## src/rtl/intra_sched_pkg.sv

```systemverilog
// Shared types, codes and helpers for the intra prediction block scheduler.
package intra_sched_pkg;

  typedef enum logic [2:0] {
    StIdle,
    StExtract,
    StWaitExt,
    StPredict,
    StAdvance,
    StDone
  } sched_state_e;

  localparam logic [1:0] SZ_4X4   = 2'd0;
  localparam logic [1:0] SZ_8X8   = 2'd1;
  localparam logic [1:0] SZ_16X16 = 2'd2;

  localparam logic [1:0] PL_Y  = 2'd0;
  localparam logic [1:0] PL_CB = 2'd1;
  localparam logic [1:0] PL_CR = 2'd2;

  // Pixel offset of a 4x4 luma sub-block inside its MB, H.264 decoding order.
  // Returns {y[3:0], x[3:0]}.
  function automatic logic [7:0] blk4_offset(input logic [3:0] blk);
    return {blk[3], blk[1], 2'b00, blk[2], blk[0], 2'b00};
  endfunction

endpackage

```

## src/rtl/intra_block_scheduler_if.sv

```systemverilog
// Control/descriptor bundle between the scheduler and its extractor/predictor.
interface intra_block_scheduler_if;
  logic        start;
  logic        mode_4x4;
  logic        pred_done;
  logic        ext_enable;
  logic [31:0] ext_mbnumber;
  logic [1:0]  ext_size;
  logic [1:0]  ext_plane;
  logic        pred_start;
  logic        busy;
  logic        frame_done;

  // Scheduler side.
  modport master (
    input  start, mode_4x4, pred_done,
    output ext_enable, ext_mbnumber, ext_size, ext_plane, pred_start, busy, frame_done
  );

  // Environment side (frame control, extractor, predictor).
  modport slave (
    output start, mode_4x4, pred_done,
    input  ext_enable, ext_mbnumber, ext_size, ext_plane, pred_start, busy, frame_done
  );
endinterface

```

## src/rtl/mb_raster_counter.sv

```systemverilog
// Macroblock position counter walking the picture in raster order.
module mb_raster_counter #(
  parameter int unsigned MbCols = 80,
  parameter int unsigned MbRows = 45
) (
  input  logic        clk,
  input  logic        reset,
  input  logic        step_i,
  input  logic        clear_i,
  output logic [15:0] mb_x_o,
  output logic [15:0] mb_y_o,
  output logic [15:0] mb_x_nxt_o,
  output logic [15:0] mb_y_nxt_o,
  output logic        last_mb_o
);

  localparam logic [15:0] LastCol = 16'(MbCols - 1);
  localparam logic [15:0] LastRow = 16'(MbRows - 1);

  logic [15:0] mb_x_q, mb_x_d, mb_y_q, mb_y_d;
  logic        wrap;

  // Position after one step; exposed so the parent can register the next descriptor.
  always_comb begin
    wrap       = (mb_x_q == LastCol);
    mb_x_nxt_o = wrap ? 16'd0 : mb_x_q + 16'd1;
    mb_y_nxt_o = mb_y_q;
    if (wrap) mb_y_nxt_o = (mb_y_q == LastRow) ? 16'd0 : mb_y_q + 16'd1;
    mb_x_d = mb_x_q;
    mb_y_d = mb_y_q;
    if (clear_i) begin
      mb_x_d = 16'd0;
      mb_y_d = 16'd0;
    end else if (step_i) begin
      mb_x_d = mb_x_nxt_o;
      mb_y_d = mb_y_nxt_o;
    end
  end

  // Position registers.
  always_ff @(posedge clk or negedge reset) begin
    if (!reset) begin
      mb_x_q <= 16'd0;
      mb_y_q <= 16'd0;
    end else begin
      mb_x_q <= mb_x_d;
      mb_y_q <= mb_y_d;
    end
  end

  assign mb_x_o    = mb_x_q;
  assign mb_y_o    = mb_y_q;
  assign last_mb_o = (mb_x_q == LastCol) && (mb_y_q == LastRow);

endmodule

```

## src/rtl/intra_block_scheduler.sv

```systemverilog
// Frame-level intra prediction sequencer: MB raster walk, luma/chroma block order,
// extractor enable + latency wait, predictor start/done handshake.
module intra_block_scheduler
  import intra_sched_pkg::*;
#(
  parameter int unsigned PIC_W     = 1280,
  parameter int unsigned PIC_H     = 720,
  parameter int unsigned EXT_LAT   = 1,
  parameter int unsigned CHROMA_EN = 1
) (
  input logic                     clk,
  input logic                     reset,
  intra_block_scheduler_if.master bus
);

  localparam int unsigned MbCols = PIC_W / 16;
  localparam int unsigned MbRows = PIC_H / 16;

  sched_state_e state_q, state_d;
  logic         mode4_q, mode4_d;
  logic [3:0]   blk_q, blk_d;
  logic [1:0]   plane_q, plane_d;
  logic [3:0]   lat_q, lat_d;
  logic         busy_q, busy_d;
  logic         pred_start_q, pred_start_d;
  logic [31:0]  mbn_q, mbn_d;
  logic [1:0]   size_q, size_d;

  logic [15:0]  mb_x, mb_y, mb_x_nxt, mb_y_nxt;
  logic         last_mb, cnt_step, cnt_clear;

  mb_raster_counter #(
    .MbCols (MbCols),
    .MbRows (MbRows)
  ) u_raster (
    .clk        (clk),
    .reset      (reset),
    .step_i     (cnt_step),
    .clear_i    (cnt_clear),
    .mb_x_o     (mb_x),
    .mb_y_o     (mb_y),
    .mb_x_nxt_o (mb_x_nxt),
    .mb_y_nxt_o (mb_y_nxt),
    .last_mb_o  (last_mb)
  );

  // Candidate descriptors for the block that follows the current one.
  logic [3:0]  blk_nxt;
  logic [7:0]  blk_off;
  logic [31:0] sub_mbn, chroma_mbn, next_mb_mbn;
  logic        last_luma;

  assign blk_nxt     = blk_q + 4'd1;
  assign blk_off     = blk4_offset(blk_nxt);
  assign sub_mbn     = {(mb_y << 4) + {12'd0, blk_off[7:4]}, (mb_x << 4) + {12'd0, blk_off[3:0]}};
  assign chroma_mbn  = {mb_y << 3, mb_x << 3};
  assign next_mb_mbn = {mb_y_nxt << 4, mb_x_nxt << 4};
  assign last_luma   = !mode4_q || (blk_q == 4'd15);

  // Next-state, block sequencing and descriptor selection.
  always_comb begin
    state_d      = state_q;
    mode4_d      = mode4_q;
    blk_d        = blk_q;
    plane_d      = plane_q;
    lat_d        = lat_q;
    busy_d       = busy_q;
    pred_start_d = 1'b0;
    mbn_d        = mbn_q;
    size_d       = size_q;
    cnt_step     = 1'b0;
    cnt_clear    = 1'b0;

    unique case (state_q)
      StIdle: begin
        if (bus.start) begin
          state_d   = StExtract;
          mode4_d   = bus.mode_4x4;
          busy_d    = 1'b1;
          blk_d     = 4'd0;
          plane_d   = PL_Y;
          cnt_clear = 1'b1;
          mbn_d     = 32'd0;
          size_d    = bus.mode_4x4 ? SZ_4X4 : SZ_16X16;
        end
      end
      StExtract: begin
        state_d = StWaitExt;
        lat_d   = 4'(EXT_LAT);
      end
      StWaitExt: begin
        lat_d = lat_q - 4'd1;
        if (lat_q == 4'd1) begin
          state_d      = StPredict;
          pred_start_d = 1'b1;
        end
      end
      StPredict: begin
        if (bus.pred_done) state_d = StAdvance;
      end
      StAdvance: begin
        state_d = StExtract;
        if (plane_q == PL_Y && !last_luma) begin
          blk_d = blk_nxt;
          mbn_d = sub_mbn;
        end else if (plane_q == PL_Y && CHROMA_EN != 0) begin
          plane_d = PL_CB;
          blk_d   = 4'd0;
          mbn_d   = chroma_mbn;
          size_d  = SZ_8X8;
        end else if (plane_q == PL_CB) begin
          plane_d = PL_CR;
        end else if (last_mb) begin
          state_d = StDone;
          busy_d  = 1'b0;
        end else begin
          cnt_step = 1'b1;
          plane_d  = PL_Y;
          blk_d    = 4'd0;
          mbn_d    = next_mb_mbn;
          size_d   = mode4_q ? SZ_4X4 : SZ_16X16;
        end
      end
      StDone: begin
        state_d = StIdle;
      end
      default: state_d = StIdle;
    endcase
  end

  // State and descriptor registers; reset abandons any frame in flight.
  always_ff @(posedge clk or negedge reset) begin
    if (!reset) begin
      state_q      <= StIdle;
      mode4_q      <= 1'b0;
      blk_q        <= 4'd0;
      plane_q      <= PL_Y;
      lat_q        <= 4'd0;
      busy_q       <= 1'b0;
      pred_start_q <= 1'b0;
      mbn_q        <= 32'd0;
      size_q       <= SZ_4X4;
    end else begin
      state_q      <= state_d;
      mode4_q      <= mode4_d;
      blk_q        <= blk_d;
      plane_q      <= plane_d;
      lat_q        <= lat_d;
      busy_q       <= busy_d;
      pred_start_q <= pred_start_d;
      mbn_q        <= mbn_d;
      size_q       <= size_d;
    end
  end

  assign bus.ext_enable   = (state_q == StExtract);
  assign bus.frame_done   = (state_q == StDone);
  assign bus.pred_start   = pred_start_q;
  assign bus.busy         = busy_q;
  assign bus.ext_mbnumber = mbn_q;
  assign bus.ext_size     = size_q;
  assign bus.ext_plane    = plane_q;

endmodule

```

## src/flat_wrapper.sv

```systemverilog
// flat-port wrapper written by rule: the top's interface ports become plain ports
module intra_block_scheduler_flat import intra_sched_pkg::*;
#(
  parameter int unsigned PIC_W     = 1280,
  parameter int unsigned PIC_H     = 720,
  parameter int unsigned EXT_LAT   = 1,
  parameter int unsigned CHROMA_EN = 1
)
  (clk, reset, bus_start, bus_mode_4x4, bus_pred_done, bus_ext_enable, bus_ext_mbnumber, bus_ext_size, bus_ext_plane, bus_pred_start, bus_busy, bus_frame_done);
  intra_block_scheduler_if bus_i ();
  input logic clk;
  input logic reset;
  input wire logic [$bits(bus_i.start)-1:0] bus_start;
  input wire logic [$bits(bus_i.mode_4x4)-1:0] bus_mode_4x4;
  input wire logic [$bits(bus_i.pred_done)-1:0] bus_pred_done;
  output wire logic [$bits(bus_i.ext_enable)-1:0] bus_ext_enable;
  output wire logic [$bits(bus_i.ext_mbnumber)-1:0] bus_ext_mbnumber;
  output wire logic [$bits(bus_i.ext_size)-1:0] bus_ext_size;
  output wire logic [$bits(bus_i.ext_plane)-1:0] bus_ext_plane;
  output wire logic [$bits(bus_i.pred_start)-1:0] bus_pred_start;
  output wire logic [$bits(bus_i.busy)-1:0] bus_busy;
  output wire logic [$bits(bus_i.frame_done)-1:0] bus_frame_done;
  assign bus_i.start = bus_start;
  assign bus_i.mode_4x4 = bus_mode_4x4;
  assign bus_i.pred_done = bus_pred_done;
  assign bus_ext_enable = bus_i.ext_enable;
  assign bus_ext_mbnumber = bus_i.ext_mbnumber;
  assign bus_ext_size = bus_i.ext_size;
  assign bus_ext_plane = bus_i.ext_plane;
  assign bus_pred_start = bus_i.pred_start;
  assign bus_busy = bus_i.busy;
  assign bus_frame_done = bus_i.frame_done;
  intra_block_scheduler #(.PIC_W(PIC_W), .PIC_H(PIC_H), .EXT_LAT(EXT_LAT), .CHROMA_EN(CHROMA_EN)) u_core (.clk(clk), .reset(reset), .bus(bus_i));
endmodule
```

## config.mk

```make
export PLATFORM = sky130hd
export DESIGN_NAME = intra_block_scheduler_flat
export DESIGN_NICKNAME = d
export VERILOG_FILES = /design/src/rtl/intra_sched_pkg.sv /design/src/rtl/intra_block_scheduler_if.sv /design/src/rtl/mb_raster_counter.sv /design/src/rtl/intra_block_scheduler.sv /design/src/flat_wrapper.sv
export SDC_FILE = /design/constraint.sdc
export NUM_CORES = 1
export LEC_CHECK = 0
export CAP_MARGIN = 5
export CORE_MARGIN = 5
export CORE_UTILIZATION = 31
export DETAILED_ROUTE_END_ITERATION = 12
export GPL_TIMING_DRIVEN = 0
export RECOVER_POWER = 50
export SKIP_LAST_GASP = 1
export SLEW_MARGIN = 40
export SYNTH_ARGS = -nofsm -noshare
export SYNTH_HDL_FRONTEND = slang
export SYNTH_SLANG_ARGS = --single-unit
```

## constraint.sdc

```tcl
create_clock -name clk -period 4.9 [get_ports clk]
set_clock_uncertainty 0.2 [all_clocks]
set_input_delay 0.98 -clock clk [delete_from_list [all_inputs] [get_ports clk]]
set_output_delay 0.98 -clock clk [all_outputs]
set_load 0.02 [all_outputs]
```

### Yosys cells after proc, flatten, opt, wreduce, memory -nomap -nowiden

Cells that the tools add are included.

| word-level totals | value |
|---|---|
| logic and storage cells | 115 |
| register bits after elaboration | 82 |
| output and inout port bits | 40 |

| cells by class | value |
|---|---|
| equality and inequality tests | 22 |
| mux-type cells | 57 |
| reductions and logical operators | 18 |
| add/subtract/negate cells | 6 |

Operators by type and width:

| operator | count |
|---|---|
| $mux W32 | 5 |
| $mux W16 | 7 |
| $pmux W32 S2 | 1 |
| $add A16 B1 Y16 const B | 2 |
| $add A16 B4 Y16 | 2 |
| $mux W2 | 12 |
| $mux W3 | 7 |
| $mux W4 | 5 |
| $eq A16 B6 Y1 const B | 1 |
| $eq A16 B7 Y1 const B | 1 |
| $pmux W4 S2 | 2 |
| $pmux W3 S5 | 1 |
| $mux W1 | 14 |
| $ne A2 B2 Y1 const B | 5 |
| $ne A4 B4 Y1 const B | 2 |
| $pmux W2 S2 | 2 |
| $reduce_and A4 Y1 | 2 |
| $reduce_bool A2 Y1 | 4 |
| $eq A3 B2 Y1 const B | 2 |
| $eq A3 B3 Y1 const B | 2 |
| $reduce_and A6 Y1 | 1 |
| $reduce_and A5 Y1 | 1 |
| $add A4 B1 Y4 const B | 1 |
| $eq A4 B1 Y1 const B | 1 |
| other kinds (16) | 20 |

### Longest topological paths before layout

| logic depth | value |
|---|---|
| word-level depth | 9 |
| mapped depth | 10 |
| mapped depth without buffers | 7 |

### Hierarchy

Synthesis repeated with hierarchy kept, for this count alone.

| unflattened totals | value |
|---|---|
| cells, all modules | 574 |
| area, all modules | 5,211.2 µm² |

Modules (own cells, without submodules):

| module | area an instance (µm²) | cells an instance | times used | sequential area each (µm²) |
|---|---|---|---|---|
| intra_block_scheduler | 2,782.7 | 267 | 1 | 1,101.1 |
| mb_raster_counter | 2,428.6 | 307 | 1 | 800.8 |

### Least setup slack after synthesis

Ideal clock, no wire load.

| timing path | value |
|---|---|
| kind | flip-flop to output port |
| start point | register u_core.state_q[0] |
| end point | output bus_ext_enable |
| stages on the path, launching flop included | 5 |
| slack | 2.312 ns |
| data required time | 3.720 ns |
| arrival time | 1.408 ns |
| path through | dfrtp_1 -> clkbuf_1 -> clkbuf_1 -> inv_1 -> nor3_1 |

| on the way | value |
|---|---|
| longest elaborated chain between the ends | 1 |

Ends and longest elaborated chain:

| what | RTL line | RTL |
|---|---|---|
| start: declaration | intra_block_scheduler.sv:19 | `sched_state_e state_q, state_d;` |
| start signal: assignment | intra_block_scheduler.sv:134 | `state_q <= StIdle;` |
| start signal: assignment | intra_block_scheduler.sv:144 | `state_q <= state_d;` |
| $eq A3 B1 Y1 | intra_block_scheduler.sv:156 | `assign bus.ext_enable = (state_q == StExtract);` |
| end: declaration | flat_wrapper.sv:16 | `output wire logic [$bits(bus_i.ext_enable)-1:0] bus_ext_enable;` |

Every way passes these cells.

### Worst setup path in the final report

Same ends and word-level chain as after synthesis.

==> results <==
- The worst-case reg-to-reg path depth is 8.
- The mean area per synthesized cell is around 9 µm².
- Of the total synthesized cell area, the portion taken by full adders, half adders and majority gates is 0.01541.
- The floorplan step set the die width to between 100 and 150 µm.
- Power spread over the standard cell area amounts to 388.8 nW/µm².
- The post-synthesis compound-gate area fraction was 0.2397.
- Dividing the detail-routed via count by the number of cells gives 5.632.
- The floorplan has 45 rows.
- In the final layout, the share of cells above drive strength 1 is 0.1059.
- For the pin with the worst max-slew slack, the measured transition is 1.459 ns.
- Of the total synthesized cell area, the portion taken by XOR and XNOR cells is 0.008990.
- The end of the worst hold path is u_core.bus.ext_mbnumber[5].
- Counting every instance in the synthesized netlist gives roughly 550.
- The worst pin sits at a relative slew slack of 0.02734.
- For this run, the slowest stage of the critical path takes 0.64 ns.
- The critical path goes through clkbuf_1 > clkbuf_1 > inv_1 > nor3_1 > clkdlybuf4s50_1.
- The H-tree was split into 3 levels.
- The number of hold-repair buffers added at the cts stage is 0.
- The detailed router placed about 4600 vias in this run.
- The first detailed-routing pass ran for 5 iterations.
- The initial antenna violation count was 0.
- After floorplanning, the core was sized to cover 15310 µm².
- The count of pins over their slew limit is 0.
- The die boundary height is 135.4 µm.
- The TritonCTS clock tree is built.
- The startpoint identified for the worst register-to-register timing path is u_core.u_raster.mb_x_o[0].
- Before CTS, the worst setup slack after placement is 1.501 ns.
- The cell sitting at the root of the clock tree is a sky130_fd_sc_hd__clkbuf_16.
- Setup repair after global routing left no endpoint under its margin.
- The total global routing track utilization is 0.1766.
- The count of clock tree sinks is 76.
- In the final routed layout, each cell accounts on average for 19.10 µm.
- The half-perimeter wire length after detailed placement is 11.28 mm.
- The worst setup path category is reg2out.
- By area the synthesized netlist is led by sky130_fd_sc_hd__dfrtp_1, sky130_fd_sc_hd__nand2_1, sky130_fd_sc_hd__o21ai_0, sky130_fd_sc_hd__a22o_1, sky130_fd_sc_hd__nand3_1.
- Counting instances, the worst hold path has a depth of 2.
- The distinct cell type count after synthesis is 72.
- Setup violations remaining at the end of the flow were counted as 0.
- In the synthesized netlist the dominant register cell turns out to be sky130_fd_sc_hd__dfrtp_1.
- In the synthesized netlist the async set-or-reset flop fraction comes to 1.000.
- The number of global-route vias before repair came to 4523.
- The leading cell type in the layout, fill and taps excluded is sky130_fd_sc_hd__dfrtp_1.
- The global-route congestion overflow total is 0.
- STA classifies the critical path endpoint as an output port.
- For this run, design rule violations remaining after detail routing come to 0.
- The kind of cell adding the most delay to the critical path is buffers and inverters.
- The top achievable clock speed is 287.0 MHz.
- The clock latency on the worst-skew pair is 0.35 ns.
- The full die area is 18320 µm².
- The multiplexer fraction of the synthesized cell area is 0.02800.
- The share of synthesized area in the top cell type comes to 0.3904.
- The wire length after detailed routing is roughly 16 mm.
- The worst-case register-to-register setup slack is 1.83 ns.
- The hold path startpoint is u_core.bus.ext_mbnumber[5].
- The number of antenna diodes in the final layout is 0.
- The number of buffers created by CTS is 9.
- By area, the combinational part of the netlist is dominated by simple AND/OR/NAND/NOR gates.
- The peak supply drop is approximately 0.00023 V.
- The number of setup buffers added after CTS is 0.
- The routability congestion estimate from global placement is just over 0.9.
- The number of flip-flops and latches in the synthesized netlist is 76.
- The required time of the worst setup path is 3.72 ns.
- Among all stages on the critical path, the largest delay is contributed by sky130_fd_sc_hd__clkdlybuf4s50_1.
- The count of max-cap constraint violations is 0.
- The cell type with the highest occurrence count on the critical path is sky130_fd_sc_hd__clkbuf_1.
- The first routing iteration left roughly 500 violations.
- The type of the most critical hold path is reg2reg.
- The slack of the critical path is around 1.4 ns.
- Leaving out fill and tap cells, the most frequent cells in the layout are sky130_fd_sc_hd__dfrtp_1, sky130_fd_sc_hd__nand2_1, sky130_fd_sc_hd__o21ai_0.
- For this configuration, the core starts out at a cell density of 0.3181.
- In the finished design, the share of the clock period the worst path needs comes to 0.7111.
- The count of buffer and inverter cells on the critical path is 4.
- The largest driver fanout on the critical path is 10.
- After layout, the minimum clock period comes to 3.484 ns.
- The startpoint type of the worst setup path is a flop.
- The worst flop-to-flop path endpoint is u_core.u_raster.mb_x_o[4].
- The maximum number of pins on one net before global-route repair is 59.
- The share of synthesized area occupied by flip-flops and latches is 0.3904.
- The synthesized netlist occupies a cell area of 4871 µm².
- Summed over all instances, the cell type with the most area after synthesis is sky130_fd_sc_hd__dfrtp_1.
- The number of synthesis warnings is 0.
- The area growth from synthesis to layout is 19.09%.
- The setup TNS after final layout is 0 ns.
- The count of final hold-check violations came to 0.
- The maximum buffer depth of the clock tree is 2.
- The net count reported at finish is 620.
- At the worst endpoint, the arrival time is 2.30 ns.
- In this run the remaining antenna-violating nets after routing total 0.
- Of the total synthesized cell area, the portion taken by AND, OR, NAND and NOR gates is 0.2443.
- During I/O placement, the number of pins put on the boundary was 45.
- The first-pass GRT wire length is 25.27 mm.
- The number of buffer cells added on primary ports is 40.
- Summed over all cells, the static leakage comes to 2.394 nW.
- Once the clock tree was built, the resizer swapped 0 gates to a different size.
- The flow ran to the end, and the final reports show no timing, DRC or antenna violations.
- Summing internal, switching and leakage power gives 2.256 mW.
- The number of enable-type register cells in the synthesized netlist is 0.
- After clock tree synthesis, the clock-pin slew on the worst setup and hold paths is 0.06 ns.
[area by class of cell]
cell class	count	area (µm²)
Multi-Input combinational cell	413	2628
Fill cell	1592	9514
Tap cell	211	264.0
Clock buffer	14	254.0
Inverter	11	41.29
Timing Repair Buffer	41	399.1
Sequential cell	76	1902
Clock inverter	2	10.01
Buffer	57	302.8
[layer usage]
metal	vias to the layer above	GRT usage	wire [µm]
li1	2178	-	-
met1	2258	0.2431	7156
met2	189	0.2683	7196
met3	21	0.03938	1082
met4	0	0.07167	324
met5	-	0	0
[state kept, by name, summed over array words and instances, names as in the netlist]
register / count
u_core.lat_q: 4
u_core.bus.ext_mbnumber: 26
u_core.mode4_q: 1
u_core.u_raster.mb_y_o: 16
u_core.bus.ext_plane: 2
u_core.bus.pred_start: 1
u_core.state_q: 3
u_core.blk_q: 4
u_core.bus.busy: 1
u_core.u_raster.mb_x_o: 16
u_core.bus.ext_size: 2
[kinds of logic (layout without fill, tap and decap cells)]
family                   count (synthesis)  count (layout)
AO/OA/AOI/OAI                          161             161
XOR/XNOR                                 5               5
adder cells (fa/ha/maj)                  6               6
buffers and inverters                   68             125
flip-flops                              76              76
multiplexers                            13              13
other                                    1               4
AND/OR/NAND/NOR                        224             224
[worst max-delay path by stage]
| stage | cells past startpoint | start | end | slack (ns) |
|---|---|---|---|---|
| after CTS | 5 | u_core.state_q[0] | bus_ext_enable | 1.40 |
| after global routing | 5 | u_core.state_q[0] | bus_ext_enable | 1.21 |
| after detailed placement | 5 | bus_start | u_core.u_raster.mb_x_o[1] | 1.50 |
| final | 5 | u_core.state_q[0] | bus_ext_enable | 1.42 |
| after floorplan | 4 | u_core.state_q[0] | bus_ext_enable | 2.31 |
| after global placement | 1 | reset | u_core.lat_q[1] | -0.15 |
[cell usage after synthesis (4+ instances only)]
master / n
sky130_fd_sc_hd__a21o_1: 7
sky130_fd_sc_hd__a21oi_1: 18
sky130_fd_sc_hd__a221oi_1: 7
sky130_fd_sc_hd__a22o_1: 14
sky130_fd_sc_hd__a31oi_1: 6
sky130_fd_sc_hd__a32o_1: 5
sky130_fd_sc_hd__and2_1: 4
sky130_fd_sc_hd__and3_1: 12
sky130_fd_sc_hd__and4_1: 6
sky130_fd_sc_hd__buf_2: 18
sky130_fd_sc_hd__buf_4: 10
sky130_fd_sc_hd__buf_6: 5
sky130_fd_sc_hd__clkbuf_1: 23
sky130_fd_sc_hd__dfrtp_1: 76
sky130_fd_sc_hd__ha_1: 6
sky130_fd_sc_hd__inv_1: 11
sky130_fd_sc_hd__mux2_2: 5
sky130_fd_sc_hd__mux2i_1: 8
sky130_fd_sc_hd__nand2_1: 70
sky130_fd_sc_hd__nand3_1: 24
sky130_fd_sc_hd__nand4_1: 8
sky130_fd_sc_hd__nor2_1: 30
sky130_fd_sc_hd__nor3_1: 23
sky130_fd_sc_hd__nor3b_1: 5
sky130_fd_sc_hd__nor4_1: 10
sky130_fd_sc_hd__nor4b_1: 4
sky130_fd_sc_hd__o21a_1: 5
sky130_fd_sc_hd__o21ai_0: 35
sky130_fd_sc_hd__o22ai_1: 9
sky130_fd_sc_hd__o31ai_1: 15
sky130_fd_sc_hd__o41ai_1: 4
sky130_fd_sc_hd__or3_1: 4
sky130_fd_sc_hd__xnor2_1: 4
[report_power, final]
part / switching, mW / internal [mW]
combinational: 0.603 / 0.292
clock: 0.264 / 0.356
sequential: 0.0485 / 0.692
total: 0.916 / 1.34
[through the flow]
step | util | cells | hold slack, ns | instance area (µm²)
2_1_floorplan | - | 557 | 0.2742 | 4882
3_3_place_gp | 0.3622 | 808 | 0.2627 | 5547
3_5_place_dp | 0.3641 | 809 | 0.2729 | 5575
4_1_cts | 0.3813 | 825 | 0.2660 | 5839
5_1_grt | 0.3788 | 825 | 0.2917 | 5801
6_report | 0.3788 | 825 | 0.2738 | 5801
[worst reg2reg max path: cells and delay by family, from the launching register on]
family	cells	cell delay, ns
buffers and inverters	3	0.88
flip-flops	1	0.54
AO/OA/AOI/OAI	1	0.31
adder cells (fa/ha/maj)	1	0.31
AND/OR/NAND/NOR	3	0.71
Power figures use the tool's default switching activity.
